### config.mk
export PLATFORM = sky130hd
export DESIGN_NAME = enc_pulse_gen_flat
export DESIGN_NICKNAME = d
export VERILOG_FILES = /design/src/rtl/enc_pulse_gen_if.sv /design/src/rtl/enc_pulse_gen.sv /design/src/flat_wrapper.sv
export SDC_FILE = /design/constraint.sdc
export NUM_CORES = 1
export LEC_CHECK = 0
export BUFFER_PORTS_ARGS = -buffer_cell sky130_fd_sc_hd__buf_2
export CELL_PAD_IN_SITES_DETAIL_PLACEMENT = 1
export CELL_PAD_IN_SITES_GLOBAL_PLACEMENT = 2
export CORE_ASPECT_RATIO = 1.25
export CORE_UTILIZATION = 37
export CTS_CLUSTER_DIAMETER = 60
export DETAILED_ROUTE_END_ITERATION = 10
export PLACE_DENSITY_LB_ADDON = 0.1
export SLEW_MARGIN = 10
export SYNTH_ARGS = -nofsm -noshare
export SYNTH_HDL_FRONTEND = slang
export SYNTH_SLANG_ARGS = --single-unit
### constraint.sdc
create_clock -name clk -period 7.4 [get_ports clk]
set_input_delay 0 -clock clk [delete_from_list [all_inputs] [get_ports clk]]
set_output_delay 0 -clock clk [all_outputs]
set_load 0.01 [all_outputs]
### src/rtl/enc_pulse_gen_if.sv
// Bundle of run control, configuration and generated outputs for one
// encoder pulse generator channel (A/Z pair).
//
// Handshake semantics: there is no valid/ready pair here. 'en' is a
// level-sensitive run request sampled on every rising clk edge. The config
// fields (high, low, z_num, burst) are sampled only on the edge that starts
// a run from IDLE. All slave outputs are registered and change only on
// rising clk edges or on asynchronous reset.
interface enc_pulse_gen_if #(
  parameter int P_W  = 32,
  parameter int P_ZW = 16
);
  // run control and configuration (master -> slave)
  logic            en;
  logic [P_W-1:0]  high;
  logic [P_W-1:0]  low;
  logic [P_ZW-1:0] z_num;
  logic [P_W-1:0]  burst;

  // generated signals and status (slave -> master)
  logic            a;
  logic            z;
  logic            busy;
  logic            done;
  logic            cfg_err;
  logic [63:0]     pulse_cnt;
  // FSM state for observation: 0 IDLE, 1 HIGH, 2 LOW, 3 DONE
  logic [1:0]      state;

  modport master (
    output en, high, low, z_num, burst,
    input  a, z, busy, done, cfg_err, pulse_cnt, state
  );

  modport slave (
    input  en, high, low, z_num, burst,
    output a, z, busy, done, cfg_err, pulse_cnt, state
  );
endinterface

### src/rtl/enc_pulse_gen.sv
// Encoder A/Z pulse generator. Emits an A pulse train with programmable
// high/low widths (in clk cycles), a one-cycle Z index pulse every z_num
// A pulses, and optionally stops after a fixed number of pulses (burst).
// Used as an on-chip loopback source for the encoder counter channel.
module enc_pulse_gen #(
  parameter int P_W  = 32,
  parameter int P_ZW = 16
) (
  input  logic           clk,
  input  logic           rst,
  enc_pulse_gen_if.slave bus
);

  typedef enum logic [1:0] {
    ST_IDLE = 2'd0,
    ST_HIGH = 2'd1,
    ST_LOW  = 2'd2,
    ST_DONE = 2'd3
  } state_t;

  state_t          state_q;

  // configuration captured at start; inputs are ignored while running
  logic [P_W-1:0]  high_sh;
  logic [P_W-1:0]  low_sh;
  logic [P_ZW-1:0] z_num_sh;
  logic [P_W-1:0]  burst_sh;

  // remaining cycles in the current HIGH or LOW phase, counts down to 0
  logic [P_W-1:0]  per_cnt;
  // A rises since the last Z (always below z_num)
  logic [P_ZW-1:0] z_cnt;
  // Z is due on the cycle after the rise that completed a Z group
  logic            z_pend;

  logic            a_q;
  logic            z_q;
  logic            busy_q;
  logic            done_q;
  logic            cfg_err_q;
  logic [63:0]     pulse_cnt_q;

  logic            cfg_ok;
  logic [P_ZW-1:0] z_lim;
  logic [P_ZW-1:0] z_inc;
  logic            z_hit;
  logic            burst_end;

  // Start qualification and the Z-counter step applied on every A rise.
  // A rise from IDLE uses the live z_num and a freshly cleared counter;
  // later rises use the captured z_num and the running counter.
  always_comb begin
    cfg_ok    = (bus.high != '0) && (bus.low != '0) && (bus.z_num != '0);
    z_lim     = z_num_sh;
    z_inc     = z_cnt + P_ZW'(1);
    if (state_q == ST_IDLE) begin
      z_lim = bus.z_num;
      z_inc = P_ZW'(1);
    end
    z_hit     = (z_inc == z_lim);
    burst_end = (burst_sh != '0) && (pulse_cnt_q == 64'(burst_sh));
  end

  // Pulse FSM with all outputs registered.
  always_ff @(posedge clk or posedge rst) begin
    if (rst) begin
      state_q     <= ST_IDLE;
      high_sh     <= '0;
      low_sh      <= '0;
      z_num_sh    <= '0;
      burst_sh    <= '0;
      per_cnt     <= '0;
      z_cnt       <= '0;
      z_pend      <= 1'b0;
      a_q         <= 1'b0;
      z_q         <= 1'b0;
      busy_q      <= 1'b0;
      done_q      <= 1'b0;
      cfg_err_q   <= 1'b0;
      pulse_cnt_q <= '0;
    end else begin
      // Z is a one-cycle echo of the pending flag set at an A rise
      z_q    <= z_pend;
      z_pend <= 1'b0;

      case (state_q)
        ST_IDLE: begin
          done_q <= 1'b0;
          if (bus.en && cfg_ok) begin
            high_sh     <= bus.high;
            low_sh      <= bus.low;
            z_num_sh    <= bus.z_num;
            burst_sh    <= bus.burst;
            per_cnt     <= bus.high - P_W'(1);
            a_q         <= 1'b1;
            busy_q      <= 1'b1;
            cfg_err_q   <= 1'b0;
            pulse_cnt_q <= 64'd1;
            z_cnt       <= z_hit ? '0 : z_inc;
            z_pend      <= z_hit;
            state_q     <= ST_HIGH;
          end else begin
            // set only while a start is requested with a zero field
            cfg_err_q <= bus.en;
          end
        end

        ST_HIGH: begin
          if (per_cnt == '0) begin
            a_q     <= 1'b0;
            per_cnt <= low_sh - P_W'(1);
            state_q <= ST_LOW;
          end else begin
            per_cnt <= per_cnt - P_W'(1);
          end
        end

        ST_LOW: begin
          if (per_cnt != '0) begin
            per_cnt <= per_cnt - P_W'(1);
          end else if (burst_end) begin
            busy_q  <= 1'b0;
            done_q  <= 1'b1;
            state_q <= ST_DONE;
          end else if (!bus.en) begin
            // stop only at a period boundary so no pulse is truncated
            busy_q  <= 1'b0;
            state_q <= ST_IDLE;
          end else begin
            a_q         <= 1'b1;
            per_cnt     <= high_sh - P_W'(1);
            pulse_cnt_q <= pulse_cnt_q + 64'd1;
            z_cnt       <= z_hit ? '0 : z_inc;
            z_pend      <= z_hit;
            state_q     <= ST_HIGH;
          end
        end

        ST_DONE: begin
          if (!bus.en) begin
            done_q  <= 1'b0;
            state_q <= ST_IDLE;
          end
        end

        default: begin
          state_q <= ST_IDLE;
        end
      endcase
    end
  end

  assign bus.a         = a_q;
  assign bus.z         = z_q;
  assign bus.busy      = busy_q;
  assign bus.done      = done_q;
  assign bus.cfg_err   = cfg_err_q;
  assign bus.pulse_cnt = pulse_cnt_q;
  assign bus.state     = state_q;

endmodule

### src/flat_wrapper.sv
// flat-port wrapper written by rule: the top's interface ports become plain ports
module enc_pulse_gen_flat 
#(
  parameter int P_W  = 32,
  parameter int P_ZW = 16
)
  (clk, rst, bus_en, bus_high, bus_low, bus_z_num, bus_burst, bus_a, bus_z, bus_busy, bus_done, bus_cfg_err, bus_pulse_cnt, bus_state);
  enc_pulse_gen_if #(.P_W(P_W), .P_ZW(P_ZW)) bus_i ();
  input  logic clk;
  input  logic rst;
  input wire logic [$bits(bus_i.en)-1:0] bus_en;
  input wire logic [$bits(bus_i.high)-1:0] bus_high;
  input wire logic [$bits(bus_i.low)-1:0] bus_low;
  input wire logic [$bits(bus_i.z_num)-1:0] bus_z_num;
  input wire logic [$bits(bus_i.burst)-1:0] bus_burst;
  output wire logic [$bits(bus_i.a)-1:0] bus_a;
  output wire logic [$bits(bus_i.z)-1:0] bus_z;
  output wire logic [$bits(bus_i.busy)-1:0] bus_busy;
  output wire logic [$bits(bus_i.done)-1:0] bus_done;
  output wire logic [$bits(bus_i.cfg_err)-1:0] bus_cfg_err;
  output wire logic [$bits(bus_i.pulse_cnt)-1:0] bus_pulse_cnt;
  output wire logic [$bits(bus_i.state)-1:0] bus_state;
  assign bus_i.en = bus_en;
  assign bus_i.high = bus_high;
  assign bus_i.low = bus_low;
  assign bus_i.z_num = bus_z_num;
  assign bus_i.burst = bus_burst;
  assign bus_a = bus_i.a;
  assign bus_z = bus_i.z;
  assign bus_busy = bus_i.busy;
  assign bus_done = bus_i.done;
  assign bus_cfg_err = bus_i.cfg_err;
  assign bus_pulse_cnt = bus_i.pulse_cnt;
  assign bus_state = bus_i.state;
  enc_pulse_gen #(.P_W(P_W), .P_ZW(P_ZW)) u_core (.clk(clk), .rst(rst), .bus(bus_i));
endmodule
==> qor.csv <==
metric,value,unit
gr-usage-all-layers,25.6,%
yosysUniqueCellTypes,68,
cts_tree,done,
cts_resized,0,
async_flop_share,100,%
p_int,3.76,mW
cts_sinks,232,
met3_length,1740,microns
wl_met1,19500,microns
seq_power_share,35.9,%
p_comb_share,39.3,%
arrival,5.01,ns
r2r_slack,3.36,ns
worst_pin_slew,1.12,ns
grt_overflow,0,
htree_num_levels,1,
grt_setup_unrepaired,no,
setup_violations,0,
cts_root_buffer,clkbuf_16,
syn_nets,1638,
drcViolationCount,0,
yosys.area.top_type,dfrtp_1,
critPathKind,in2reg,
clock_latency,0.56,ns
fmax,219,MHz
top_layer,met5,
netlist_area,14200,sq um
clockPowerShare,24.8,%
diodes,0,
grt_pass1_wl,78600,microns
firstDrtPassIters,5,
dp_cells,2122,
max-slew-margin-rel,25.3,%
required,7.83,ns
hold_class,in2async,
power.switching,2.47,mW
place_congestion,0.831,
max_cap_viol_count,0,
grt_max_degree,163,
r2r_end,u_core.bus.pulse_cnt[26],
ant_nets,0,
ys_ff_latch,232,
dp_hpwl,34100,microns
cts_buffers,29,
skew,0.0130,ns
startpoint,bus_high[1],
die_area,39300,sq um
synthFlopType,dfrtp_1,
critPathCaptureType,flip-flop,
status,finished clean,
route.met2.wl,26400,microns
drt-initial-drc-count,614,
vias,12700,
post-route-util,46.7,%
die_x,178,microns
drive_above_1_share,21.9,%
area_delta_synth_final,24.7,%
worstRegToRegCells,8,
worstSetupStartpointType,primary input,
route.detailed.wl_per_inst,21.6,microns
core-area,38000,sq um
io_buffer_count,185,
clk_pin_slew,0.07,ns
chipHeight,221,microns
hold_slack,0.0553,ns
crit_path_max_fanout,63,
instances_no_fill,2287,
io_pins,186,
synth_edf_count,0,
post_drt_via_cell_ratio,5.56,
drv_slew,0,
rr_startpoint,u_core.bus.state[1],
syn_inst,1511,
row_count,80,
period_share,61.8,%
synth_top_area_share,40.8,%
final_nets,1902,
antenna_found_initial,1,
fin_crit,4.57,ns
ys.warnings.count,0,
power.leakage,7.20,nW
wl,49300,microns
avgSynthCellArea,9.43,sq um
fin_total_pwr,6.23,mW
swShare,39.7,%
first_global_vias,13500,
peakVddDrop,0.168,mV
powerDensity,351,nW/um^2
netlist_top_cells_area,"dfrtp_1 41%, xnor2_1 9.5%, mux2_2 8.9%, xor2_1 4.2%, nor4_1 4.0%",
clock_path_buffers,3,
hold_viol_final,0,
ys_seq_area_share,40.8,%
start_util,37.5,%
setup_tns,0,ns
==> cell families after synthesis <==
group | Yosys count | synth area share [%]
simple gates | 597 | 21.7
flops | 232 | 40.8
xor+xnor | 223 | 13.7
compound gates | 220 | 10.5
buf+inv | 114 | 3.35
mux | 113 | 8.93
fa+ha+maj | 12 | 1.05
==> worst max path at each step <==
stage / slack [ns] / to
detailed placement: 2.77 / u_core.per_cnt[29]
floorplan: 1.04 / u_core.burst_sh[0]
global placement: 2.88 / u_core.per_cnt[29]
finish: 2.83 / u_core.per_cnt[29]
CTS: 2.80 / u_core.per_cnt[29]
global route: 2.51 / u_core.per_cnt[29]
==> area by class of cell <==
cell class	count	area, sq um
fill	4362	20300
multi-input combinational	1165	7980
sequential	232	5810
timing repair buffer	316	2210
clock buffer	33	771
tap	492	616
clock inverter	18	253
inverter	31	124
==> timing repair <==
item                      4_1_cts  5_1_grt
setup buffers                   0        0
hold endpoints to repair      211        0
hold buffers                  114        0
==> per-layer routing <==
| metal | GRT usage [%] | up-vias |
|---|---|---|
| met5 | 0 | - |
| met2 | 46.8 | 234 |
| li1 | - | 6010 |
| met4 | 8.96 | 2 |
| met3 | 3.45 | 87 |
| met1 | 30.2 | 6392 |
==> flip-flops by register name, summed over array words and instances (netlist names) <==
register / cells
u_core.burst_sh: 32
u_core.bus.a: 1
u_core.bus.busy: 1
u_core.bus.cfg_err: 1
u_core.bus.done: 1
u_core.bus.pulse_cnt: 64
u_core.bus.state: 2
u_core.bus.z: 1
u_core.high_sh: 32
u_core.low_sh: 32
u_core.per_cnt: 32
u_core.z_cnt: 16
u_core.z_num_sh: 16
u_core.z_pend: 1
==> metrics by stage <==
stage / setup WS [ns] / cell area (sq um)
floorplan: 1.04 / 14200
global route: 2.51 / 17800
detailed placement: 2.77 / 15600
global placement: 2.88 / 15600
CTS: 2.80 / 17800
finish: 2.83 / 17800
==> cell usage after synthesis, types with 7 or more instances <==
cell       count
a2bb2oi_1      8
clkbuf_1      49
a22o_1        13
nor2_1       140
xor2_1        68
o21ai_0       70
buf_2         30
a22oi_1       10
or3_1         18
nand4_1       38
nand2_1      107
o31ai_1       15
nand3_1       44
and3_1        10
nor3_1        73
or4_1         19
dfrtp_1      232
nand2b_1       7
a221oi_1      10
or2_2         11
inv_1         30
ha_1          12
nor4_1        92
a31oi_1        8
xnor2_1      155
a21oi_1       26
mux2_2       113
==> power by group through the flow <==
| stage | Combinational, mW | Clock, mW | Sequential (mW) |
|---|---|---|---|
| 2_1_floorplan | 1.85 | 0 | 2.06 |
| 3_3_place_gp | 2.36 | 0 | 2.23 |
| 3_5_place_dp | 2.41 | 0 | 2.25 |
| 4_1_cts | 2.48 | 1.59 | 2.23 |
| 5_1_grt | 2.71 | 1.62 | 2.30 |
| 6_report | 2.45 | 1.54 | 2.23 |
==> layout by cell type, fill, tap and decap left out, types with 18 or more instances in the layout <==
cell type,n
xnor2_1,155
or4_1,19
inv_1,29
nor3_1,73
nand2_1,107
nor4_1,92
buf_2,185
o21ai_0,70
mux2_2,113
dfrtp_1,232
or3_1,18
dlygate4sd3_1,114
nor2_1,139
a21oi_1,26
nand3_1,42
xor2_1,68
nand4_1,38
clkbuf_16,29
==> critical path: stages <==
cell,delay [ns]
dlygate4sd3_1,0.55
buf_2,0.14
inv_1,0.07
ha_1,0.18
or4b_2,0.73
nor4b_4,0.64
and4b_1,0.31
or4b_4,0.75
o21a_1,0.24
a31o_2,0.83
nor2_1,0.15
a221o_1,0.33
(Power assumes the default switching activity.)
